## src/rtl/mem_stage.sv

```systemverilog
// mem_stage: load alignment/extension, data_ok wait FSM and MEM->WB regs.
// Buffers a returned word across a freeze and drops flush-orphaned responses.
module mem_stage #(
  parameter int MMOP_W = 8
) (
  input  logic              clk,
  input  logic              rst_n,
  input  logic              mem_flush_i,
  input  logic              mem_stall_i,
  input  logic              mem_wren_i,
  input  logic [4:0]        mem_waddr_i,
  input  logic [31:0]       mem_wdata_i,
  input  logic [31:0]       mem_inst_i,
  input  logic              mem_inslot_i,
  input  logic [31:0]       mem_pc_i,
  input  logic              mem_nofwd_i,
  input  logic [MMOP_W-1:0] mem_memop_i,
  input  logic [1:0]        mem_memaddr_low_i,
  input  logic [31:0]       data_sram_rdata_i,
  input  logic              data_sram_dataok_i,
  output logic              mem_wren_o,
  output logic [4:0]        mem_waddr_o,
  output logic [31:0]       mem_wdata_o,
  output logic [31:0]       mem_inst_o,
  output logic              mem_inslot_o,
  output logic [31:0]       mem_pc_o,
  output logic              mem_stallreq_o,
  output logic [31:0]       mem_wdata_bp_o,
  output logic              mem_bpvalid_o
);

  typedef enum logic [1:0] {
    IDLE,
    WAIT,
    HOLD,
    DROP
  } state_t;

  state_t      state;
  logic [31:0] buf_q;
  logic [31:0] raw;
  logic [31:0] result;
  logic [7:0]  bsel;
  logic [15:0] hsel;
  logic        access;
  logic        dok;

  assign access = |mem_memop_i;
  assign dok    = data_sram_dataok_i;

  assign mem_stallreq_o = access && !dok && !mem_flush_i &&
                          state != HOLD && state != DROP;

  assign raw  = (state == HOLD) ? buf_q : data_sram_rdata_i;
  assign bsel = raw[{mem_memaddr_low_i, 3'b000} +: 8];
  assign hsel = mem_memaddr_low_i[1] ? raw[31:16] : raw[15:0];

  always_comb begin
    result = mem_wdata_i;
    unique case (1'b1)
      mem_memop_i[0]: result = {{24{bsel[7]}}, bsel};
      mem_memop_i[1]: result = {24'd0, bsel};
      mem_memop_i[2]: result = {{16{hsel[15]}}, hsel};
      mem_memop_i[3]: result = {16'd0, hsel};
      mem_memop_i[4]: result = raw;
      default: ;
    endcase
  end

  assign mem_wdata_bp_o = result;
  assign mem_bpvalid_o  = mem_wren_i && !mem_stallreq_o && !mem_nofwd_i;

  always_ff @(posedge clk or negedge rst_n) begin
    if (!rst_n) begin
      state <= IDLE;
      buf_q <= '0;
    end else if (mem_flush_i) begin
      state <= (state == WAIT) ? DROP : IDLE;
    end else begin
      unique case (state)
        IDLE: begin
          if (access && !dok) begin
            state <= WAIT;
          end else if (access && mem_stall_i) begin
            state <= HOLD;
            buf_q <= data_sram_rdata_i;
          end
        end
        WAIT: begin
          if (dok && mem_stall_i) begin
            state <= HOLD;
            buf_q <= data_sram_rdata_i;
          end else if (dok) begin
            state <= IDLE;
          end
        end
        HOLD: if (!mem_stall_i) state <= IDLE;
        DROP: if (dok) state <= IDLE;
      endcase
    end
  end

  always_ff @(posedge clk or negedge rst_n) begin
    if (!rst_n) begin
      mem_wren_o   <= 1'b0;
      mem_waddr_o  <= '0;
      mem_wdata_o  <= '0;
      mem_inst_o   <= '0;
      mem_inslot_o <= 1'b0;
      mem_pc_o     <= '0;
    end else if (mem_flush_i || mem_stallreq_o) begin
      mem_wren_o   <= 1'b0;
      mem_waddr_o  <= '0;
      mem_wdata_o  <= '0;
      mem_inst_o   <= '0;
      mem_inslot_o <= 1'b0;
      mem_pc_o     <= '0;
    end else if (!mem_stall_i) begin
      mem_wren_o   <= mem_wren_i;
      mem_waddr_o  <= mem_waddr_i;
      mem_wdata_o  <= result;
      mem_inst_o   <= mem_inst_i;
      mem_inslot_o <= mem_inslot_i;
      mem_pc_o     <= mem_pc_i;
    end
  end

endmodule

```

## config.mk

```make
export PLATFORM = sky130hd
export DESIGN_NAME = mem_stage
export DESIGN_NICKNAME = d
export VERILOG_FILES = /design/src/rtl/mem_stage.sv
export SDC_FILE = /design/constraint.sdc
export NUM_CORES = 1
export LEC_CHECK = 0
export CAP_MARGIN = 20
export CORE_ASPECT_RATIO = 2
export CORE_MARGIN = 10
export CORE_UTILIZATION = 37
export DETAILED_ROUTE_END_ITERATION = 16
export PLACE_DENSITY = 0.8
export RECOVER_POWER = 100
export SYNTH_ARGS = -nofsm -noshare
export SYNTH_HDL_FRONTEND = slang
export SYNTH_SLANG_ARGS = --single-unit
```

## constraint.sdc

```tcl
create_clock -name clk -period 3.2 [get_ports clk]
set_input_delay 0.64 -clock clk [delete_from_list [all_inputs] [get_ports clk]]
set_output_delay 0.64 -clock clk [all_outputs]
set_load 0.01 [all_outputs]
```

==> flow_summary.ini, run 1 <==
[outcome]
status = complete, but fails checks
violations = setup timing

[clock_network]
cts_buffers = 17
cts_sinks = 137
clkLatencyLatePin_ns = 0.42
h-tree-depth = 4
hold_buffers = 0
cts_tree = built
ctsRootBufferMaster = clkbuf_16
clk_path_buf_depth = 2
clk_pin_slew_ns = 0.06

[yosys]
synth_fa_ha_area_frac = 0
synth_edf_count = 0
ys_top_cells_by_count = 137 x dfrtp_1, 102 x a22o_1, 44 x mux2_2, 27 x nand2_1, 25 x mux2i_1
yosysWarnings = 0
synthesis.area_mm2 = 0.00642
yosys-top-cells-area = dfrtp_1 53%, a22o_1 14%, mux2_2 7.7%
syn_area_per_cell_um2 = 13.0
synth_nets = 646
synthMuxAreaShare = 0.165
ys_ff_latch = 137
syn-instance-count = 495
synth_compound_area_frac = 0.202
yosys.area.top_type_share = 0.534
ys.flop_type = dfrtp_1
synth_top_family_by_area = compound AO/OA/AOI/OAI gates
ys_seq_area_frac = 0.534
yosysMostFrequentCell = dfrtp_1
synth_cell_type_count = 42
synth_top_cell_by_area = dfrtp_1
yosys.area_share.xor_xnor = 0
synth-simple-area-share = 0.0555
async_flop_share = 1.00

[layout]
regArea_mm2 = 0.00343
finalCoreUtilization = 0.628
final_nets = 1004
fillers = 1358
multi_input_area_mm2 = 0.00283
area_growth_pct = 68.1
drive_gt1_frac = 0.250
final_cell_count_no_fill = 1076

[critical_path]
end_kind = output port
cpPeakStageDelay_ns = 0.61
path_max_fanout = 8
critPathSlowestCell = or4_4
criticalPathCategory = input port to output port
arrival_ns = 2.58
r2r-end = mem_wdata_o[29]$_DFFE_PN0P_
crit_required_ns = 2.56
start_kind = input port
reg2reg_from = buf_q[23]$_DFFE_PN0P_
rr_worst_depth = 11
path_cells = clkdlybuf4s50_1 > or4_4 > nor2_8 > buf_12 > a222oi_1 > nand2_1 > clkdlybuf4s15_1
rrSetupSlack_ns = 0.83

[detailed_routing]
viasPerCell = 5.47
wl_mm = 25.7
wire_per_inst_um = 23.9
drtIter0Drc = 286
ant_nets = 0
drcViolationCount = 0
vias = 5888
dr.pass1.iters = 4

[timing]
tns_ns = -0.0357
period_minus_slack_ns = 3.22
final-max-slew-violation-count = 0
skew_ns = 0.0115
fmax_mhz = 310
timing.final.crit_share = 1.01
final-hold-violation-count = 0
fin_ws_ns = -0.0207
relSlewSlack = 0.0298
worstMarginPinSlew_ns = 1.46
hold_ws_ns = 0.495
setup_viol = 3

[pwr]
powerDensity_mw_per_mm2 = 576
leakage_nw = 5.14
ir_worst_vdd_uv = 334

[global_routing]
first_global_vias = 6482
grt_pass1_wl_mm = 38.0
grt_max_degree = 56
antenna_found_initial = 2
grt-ovfl-total = 0
grt.total_usage = 0.211

[min_path]
hold_class = register to register
holdPathEnd = buf_q[29]$_DFFE_PN0P_
hold_start = buf_q[29]$_DFFE_PN0P_
holdPathStages = 1

[place]
placed_cells = 1028
numPortBuffers = 287
dp_hpwl_mm = 19.3
place_congestion = 0.909

[floorplan]
dieArea_mm2 = 0.0233
die_y_um = 206
ios = 288
coreArea_mm2 = 0.0172
rows = 68
initial_core_util = 0.374
die_x_um = 113

[run]
maxCapViolCount = 0
## cells in the final DEF (no fill, tap or decap), types with 2 or more instances in the layout
master	count
a21oi_1	12
a21oi_2	6
a222oi_1	5
a22o_1	102
a22oi_1	2
a311o_1	2
and2_1	2
buf_12	9
buf_2	4
buf_4	78
bufinv_16	5
clkbuf_16	17
clkbuf_2	6
clkdlybuf4s15_1	8
clkdlybuf4s15_2	9
clkdlybuf4s50_1	144
clkinv_2	4
clkinv_4	3
dfrtp_1	137
diode_2	2
dlygate4sd2_1	16
dlygate4sd3_1	102
inv_1	4
mux2_1	2
mux2_2	44
mux2i_1	25
mux4_2	13
nand2_1	27
nand2b_1	8
nor2_1	19
nor3_1	2
o21ai_0	2
o21ai_4	2
o221a_4	2
o22a_1	8
o22ai_1	9
o2bb2ai_1	2
or3_1	2
## worst max-delay path by stage
stage / slack, ns / to / depth (start not counted) / from
floorplan: 0.39 / mem_wdata_bp_o[18] / 6 / mem_memaddr_low_i[1]
global placement: -0.63 / mem_wdata_bp_o[30] / 7 / mem_memaddr_low_i[0]
detailed placement: -0.67 / mem_wdata_bp_o[30] / 7 / mem_memaddr_low_i[0]
CTS: 0.009 / mem_wdata_bp_o[5] / 7 / mem_memop_i[3]
global route: -0.05 / mem_wdata_bp_o[0] / 8 / mem_memop_i[0]
finish: -0.02 / mem_wdata_bp_o[6] / 7 / mem_memop_i[3]
## cells by family after synthesis
family                 count (synthesis)
buffers and inverters                 45
AND/OR/NAND/NOR                       72
multiplexers                          84
AO/OA/AOI/OAI                        157
flip-flops                           137
## where the power goes
group          leakage [nW]  internal (mW)  total [mW]  switching, mW
registers              1.79           1.98        2.14          0.162
logic                  3.04           1.12        1.95          0.834
clock network         0.308           1.37        2.12          0.751
## cell type report
type	instances	area share
repair buffers	378	0.336
flip-flops and latches	137	0.317
multi-input cells	314	0.262
clock buffers	17	0.0394
well taps	210	0.0243
clock inverters	13	0.0189
inverters	5	0.00174
diodes	2	0.000463
## layer usage
metal	vias to the layer above	share of wire	global-route usage	wire, um
met5	-	0	0	0
met3	73	0.064	0.0567	1650
met4	0	0.057	0.134	1460
met2	276	0.55	0.380	14000
met1	2907	0.33	0.208	8580
li1	2632	-	-	-
## through the flow
step	worst slack, ns	power [mW]	area [um^2]
floorplan	0.390	3.02	6420
global placement	-0.631	4.07	10000
detailed placement	-0.672	4.12	10000
CTS	0.00865	6.28	10800
global route	-0.0542	6.48	10800
finish	-0.0207	6.22	10800
## critical path: cells and delay by family
family / cells / cell delay [ns]
AND/OR/NAND/NOR: 3 / 0.90
AO/OA/AOI/OAI: 1 / 0.11
buffers and inverters: 3 / 0.93
## sequential cells by signal, indices dropped and copies added (netlist names)
| register | cells |
|---|---|
| state | 2 |
| mem_pc_o | 32 |
| buf_q | 32 |
| mem_wren_o | 1 |
| mem_inst_o | 32 |
| mem_inslot_o | 1 |
| mem_wdata_o | 32 |
| mem_waddr_o | 5 |
## repair_timing
action,in CTS,in global routing
setup endpoints to repair,34,26
cloned,1,0
resized for setup,88,15
pin swaps,5,3
setup buffers,11,4
Note: power is estimated with default switching activity, not from simulation.
==> run 2, diff against run 1 <==
CAP_MARGIN = 25   (was 20)
CORE_UTILIZATION = 42   (was 37)
PLACE_DENSITY = 0.89   (was 0.8)
==> flow_summary.ini, run 2 (synthesis results as in run 1) <==
[global_routing]
grt-ovfl-total = 0
grt_pass1_wl_mm = 38.9
grt.total_usage = 0.241
grt_max_degree = 78
antenna_found_initial = 3
first_global_vias = 6643

[clock_network]
cts_tree = built
clk_path_buf_depth = 2
ctsRootBufferMaster = clkbuf_16
hold_buffers = 0
clk_pin_slew_ns = 0.06
clkLatencyLatePin_ns = 0.42
h-tree-depth = 4
cts_buffers = 17
cts_sinks = 137

[detailed_routing]
drtIter0Drc = 446
viasPerCell = 5.68
ant_nets = 0
dr.pass1.iters = 5
wl_mm = 26.0
vias = 6034
drcViolationCount = 0
wire_per_inst_um = 24.5

[pwr]
powerDensity_mw_per_mm2 = 576
leakage_nw = 5.14
totalPowerFinal_mw = 6.15
ir_worst_vdd_uv = 406

[timing]
skew_ns = 0.0120
period_minus_slack_ns = 3.18
setup_viol = 0
relSlewSlack = -0.267
final-max-slew-violation-count = 78
final-hold-violation-count = 0
fmax_mhz = 314
worstMarginPinSlew_ns = 1.90
rsz0062_at_grt = true
timing.final.crit_share = 0.994

[critical_path]
path_max_fanout = 8
arrival_ns = 2.54
rr_worst_depth = 8
reg2reg_from = state[1]$_DFFE_PN0P_
rrSetupSlack_ns = 0.82
end_kind = output port
start_kind = input port
crit_required_ns = 2.56
r2r-end = mem_wdata_o[1]$_DFFE_PN0P_
criticalPathCategory = input port to output port

[place]
dpl-instance-area_mm2 = 0.00989
numPortBuffers = 287
dp_hpwl_mm = 19.7
place_congestion = 0.932

[outcome]
violations = capacitance limit, slew limit
status = complete, but fails checks

[min_path]
hold_class = register to register
holdPathStages = 1
holdPathEnd = mem_wdata_o[7]$_DFFE_PN0P_
hold_start = mem_wdata_o[7]$_DFFE_PN0P_

[layout]
drive_gt1_frac = 0.275
fillers = 960
area_growth_pct = 66.4
mostFrequentLayoutCells = 138 x clkdlybuf4s50_1, 137 x dfrtp_1, 103 x dlygate4sd3_1
final_nets = 1002
fin_area_mm2 = 0.0107
final_common_cell = clkdlybuf4s50_1

[floorplan]
initial_core_util = 0.431
rows = 63
coreArea_mm2 = 0.0149
ios = 288
die_y_um = 195
dieArea_mm2 = 0.0209
die_x_um = 107

[run]
maxCapViolCount = 1
[run 2: changes by cell type in the layout (fill, tap and decap cells not counted), sizes merged, moves of 2 or more]
cell           previous run  this run
buf                      93       111
clkdlybuf4s15            17         5
dlygate4sd2              16         8
clkdlybuf4s50           144       138
dlymetal6s2s              0         4
clkinvlp                  1         4
bufinv                    5         3
clkbuf                   23        25
clkinv                    7         5
[run 2: final cells by class]
| class | count | area (um^2) | area share |
|---|---|---|---|
| multi-input cells | 314 | 2840 | 0.266 |
| well taps | 195 | 244 | 0.0228 |
| repair buffers | 376 | 3540 | 0.331 |
| diodes | 3 | 7.51 | 0.000702 |
| inverters | 5 | 18.8 | 0.00176 |
| clock buffers | 19 | 433 | 0.0405 |
| flip-flops and latches | 137 | 3430 | 0.321 |
| clock inverters | 13 | 173 | 0.0162 |
[run 2: how the worst max path moves through the flow]
stage                               to            startpoint  cells past startpoint  slack [ns]
finish                  mem_stallreq_o        mem_memop_i[0]                      7        0.02
global route         mem_wdata_bp_o[5]        mem_memop_i[0]                      6       -0.02
CTS                  mem_wdata_bp_o[5]  state[1]$_DFFE_PN0P_                      7       0.005
detailed placement  mem_wdata_bp_o[23]  mem_memaddr_low_i[0]                      6       -0.68
global placement    mem_wdata_bp_o[23]  mem_memaddr_low_i[0]                      6       -0.56
floorplan           mem_wdata_bp_o[18]  mem_memaddr_low_i[1]                      6        0.39
[run 2: stage by stage]
| step | setup slack [ns] | hold slack, ns | utilization | setup TNS (ns) | std cells |
|---|---|---|---|---|---|
| 2_1_floorplan | 0.390 | 0.344 | - | 0 | 495 |
| 3_3_place_gp | -0.563 | 0.475 | 0.664 | -15.27 | 1005 |
| 3_5_place_dp | -0.678 | 0.488 | 0.664 | -17.56 | 1005 |
| 4_1_cts | 0.00477 | 0.276 | 0.719 | 0 | 1057 |
| 5_1_grt | -0.0233 | 0.504 | 0.717 | -0.0465 | 1062 |
| 6_report | 0.0199 | 0.489 | 0.717 | 0 | 1062 |
[run 2: power by group]
part / switching (mW) / internal (mW)
Combinational: 0.878 / 1.11
Clock: 0.773 / 1.23
Sequential: 0.173 / 1.98
[run 2: metal layers]
metal  GRT usage  up-vias  wire length [um]
li1            -     2634                 -
met1       0.240     2980              8890
met2       0.435      346             13900
met3      0.0639       74              1830
met4       0.133        0              1310
met5           0        -                 0
[run 2: worst max-delay path, stage by stage]
cell	delay [ns]
clkdlybuf4s50_1	0.44
or4_4	0.57
nor2_8	0.19
buf_4	0.17
a2111oi_4	0.07
buf_4	0.16
dlygate4sd2_1	0.29
[run 2: timing repair]
item | in CTS | in global routing
buffers inserted | 17 | 2
gates cloned | 3 | 0
pin swaps | 13 | 4
resized for setup | 136 | 30
setup endpoints to repair | 34 | 15
==> run 3, diff against run 2 <==
CORE_ASPECT_RATIO = 0.6   (was 2)
==> flow_summary.ini, run 3 (synthesis results as in run 1) <==
[detailed_routing]
drtIter0Drc = 546
route.met3.wl_mm = 2.69
viasPerCell = 5.71
dr.pass1.iters = 5
wire_per_inst_um = 24.7
wl_met2_mm = 12.5
ant_nets = 0
highest-signal-layer = met4
wl_met1_mm = 10.6
drcViolationCount = 0
wl_mm = 26.5
vias = 6117

[clock_network]
ctsRootBufferMaster = clkbuf_16
clk_pin_slew_ns = 0.06
hold_buffers = 0
cts_tree = built
cts_buffers = 17
clkLatencyLatePin_ns = 0.40
clk_path_buf_depth = 2
cts_sinks = 137
h-tree-depth = 4

[place]
numPortBuffers = 287
dpl-instance-area_mm2 = 0.00997
dp_hpwl_mm = 19.6
place_congestion = 0.912
placed_cells = 1014

[floorplan]
coreArea_mm2 = 0.0147
ios = 288
initial_core_util = 0.436
die_x_um = 180
dieArea_mm2 = 0.0208
die_y_um = 116
rows = 34

[critical_path]
path_cells = clkdlybuf4s15_2 > mux2i_1 > mux4_2 > o221a_4 > buf_12 > buf_4 > a21oi_2 > buf_2
critPathSlowestCell = mux4_2
start_kind = input port
crit_required_ns = 2.56
criticalPathCategory = input port to output port
crit_buf_inv = 4
end_kind = output port
path_delay_family = buffers and inverters
arrival_ns = 2.56
cpPeakStageDelay_ns = 0.54
path_max_fanout = 7

[timing]
final-hold-violation-count = 0
fin_ws_ns = -0.00392
hold_ws_ns = 0.496
setup_viol = 1
timing.final.crit_share = 1.00
worstMarginPinSlew_ns = 1.69
final-max-slew-violation-count = 70
relSlewSlack = -0.127
skew_ns = 0.0110
fmax_mhz = 312
period_minus_slack_ns = 3.20
rsz0062_at_grt = true

[outcome]
status = complete, but fails checks
violations = capacitance limit, slew limit, setup timing

[global_routing]
first_global_vias = 6558
antenna_found_initial = 0
grt_max_degree = 70
grt_pass1_wl_mm = 39.6
grt.total_usage = 0.243
grt-ovfl-total = 0

[layout]
final_nets = 1011
regArea_mm2 = 0.00343
final_common_cell = clkdlybuf4s50_1
multi_input_area_mm2 = 0.00285
finalCoreUtilization = 0.729
fin_area_mm2 = 0.0107
drive_gt1_frac = 0.274
area_growth_pct = 67.0
fillers = 990
mostFrequentLayoutCells = 139 x clkdlybuf4s50_1, 137 x dfrtp_1, 103 x dlygate4sd3_1
final_cell_count_no_fill = 1072

[min_path]
hold_class = register to register

[run]
maxCapViolCount = 1

[pwr]
powerDensity_mw_per_mm2 = 566
ir_worst_vdd_uv = 316
leakage_nw = 5.15
## run 3: path summary, 6_finish.rpt
path,slack [ns],to,cells after the start,startpoint
worst max-delay path,-0.004,mem_wdata_bp_o[30],8,mem_memaddr_low_i[0]
worst min-delay path,0.50,mem_wdata_o[14]$_DFFE_PN0P_,1,mem_wdata_o[14]$_DFFE_PN0P_
worst max register to register,0.54,mem_wdata_o[30]$_DFFE_PN0P_,14,state[0]$_DFFE_PN0P_
worst min register to register,0.50,mem_wdata_o[14]$_DFFE_PN0P_,1,mem_wdata_o[14]$_DFFE_PN0P_
max in group asynchronous,0.61,mem_wdata_o[7]$_DFFE_PN0P_,2,rst_n
min in group asynchronous,0.64,buf_q[4]$_DFFE_PN0P_,1,rst_n
## run 3: final cells by class
cell class                 instances  share of cell area
timing repair buffer             385               0.336
tap                              198              0.0231
multi-input combinational        314               0.265
inverter                           5             0.00175
clock buffer                      18              0.0409
clock inverter                    14              0.0126
sequential                       137               0.320
antenna                            1            0.000233
## run 3: power by group
group	switching [mW]	internal, mW
clock	0.808	1.11
combinational	0.890	1.12
sequential	0.167	1.98
## run 3: worst register-to-register path, cell delays in order, from the launching register on
cell and delay (ns):
dfrtp_1 0.38, nand2b_4 0.17, buf_12 0.15, mux2_2 0.29, o221a_4 0.23, buf_12 0.15
buf_4 0.15, a21oi_2 0.07, buf_4 0.14, buf_4 0.12, buf_4 0.13, buf_4 0.12
buf_4 0.12, buf_4 0.12, a22o_1 0.20
## run 3: per-stage QoR
stage | setup WS, ns | power [mW] | setup TNS (ns)
2_1_floorplan | 0.390 | 3.02 | 0
3_3_place_gp | -0.579 | 4.03 | -15.61
3_5_place_dp | -0.652 | 4.10 | -16.66
4_1_cts | 0.00116 | 6.07 | 0
5_1_grt | -0.0335 | 6.32 | -0.214
6_report | -0.00392 | 6.07 | -0.00392
## run 3: repair_timing
item,in CTS,in global routing
resized for setup,92,43
pin swaps,7,4
setup buffers,19,3
gates cloned,1,2
setup endpoints to repair,34,27
## run 3: routing by layer
metal  up-vias  GRT usage
met4         0     0.0900
met5         -          0
met2       388      0.393
met3        49     0.0928
li1       2640          -
met1      3040      0.293
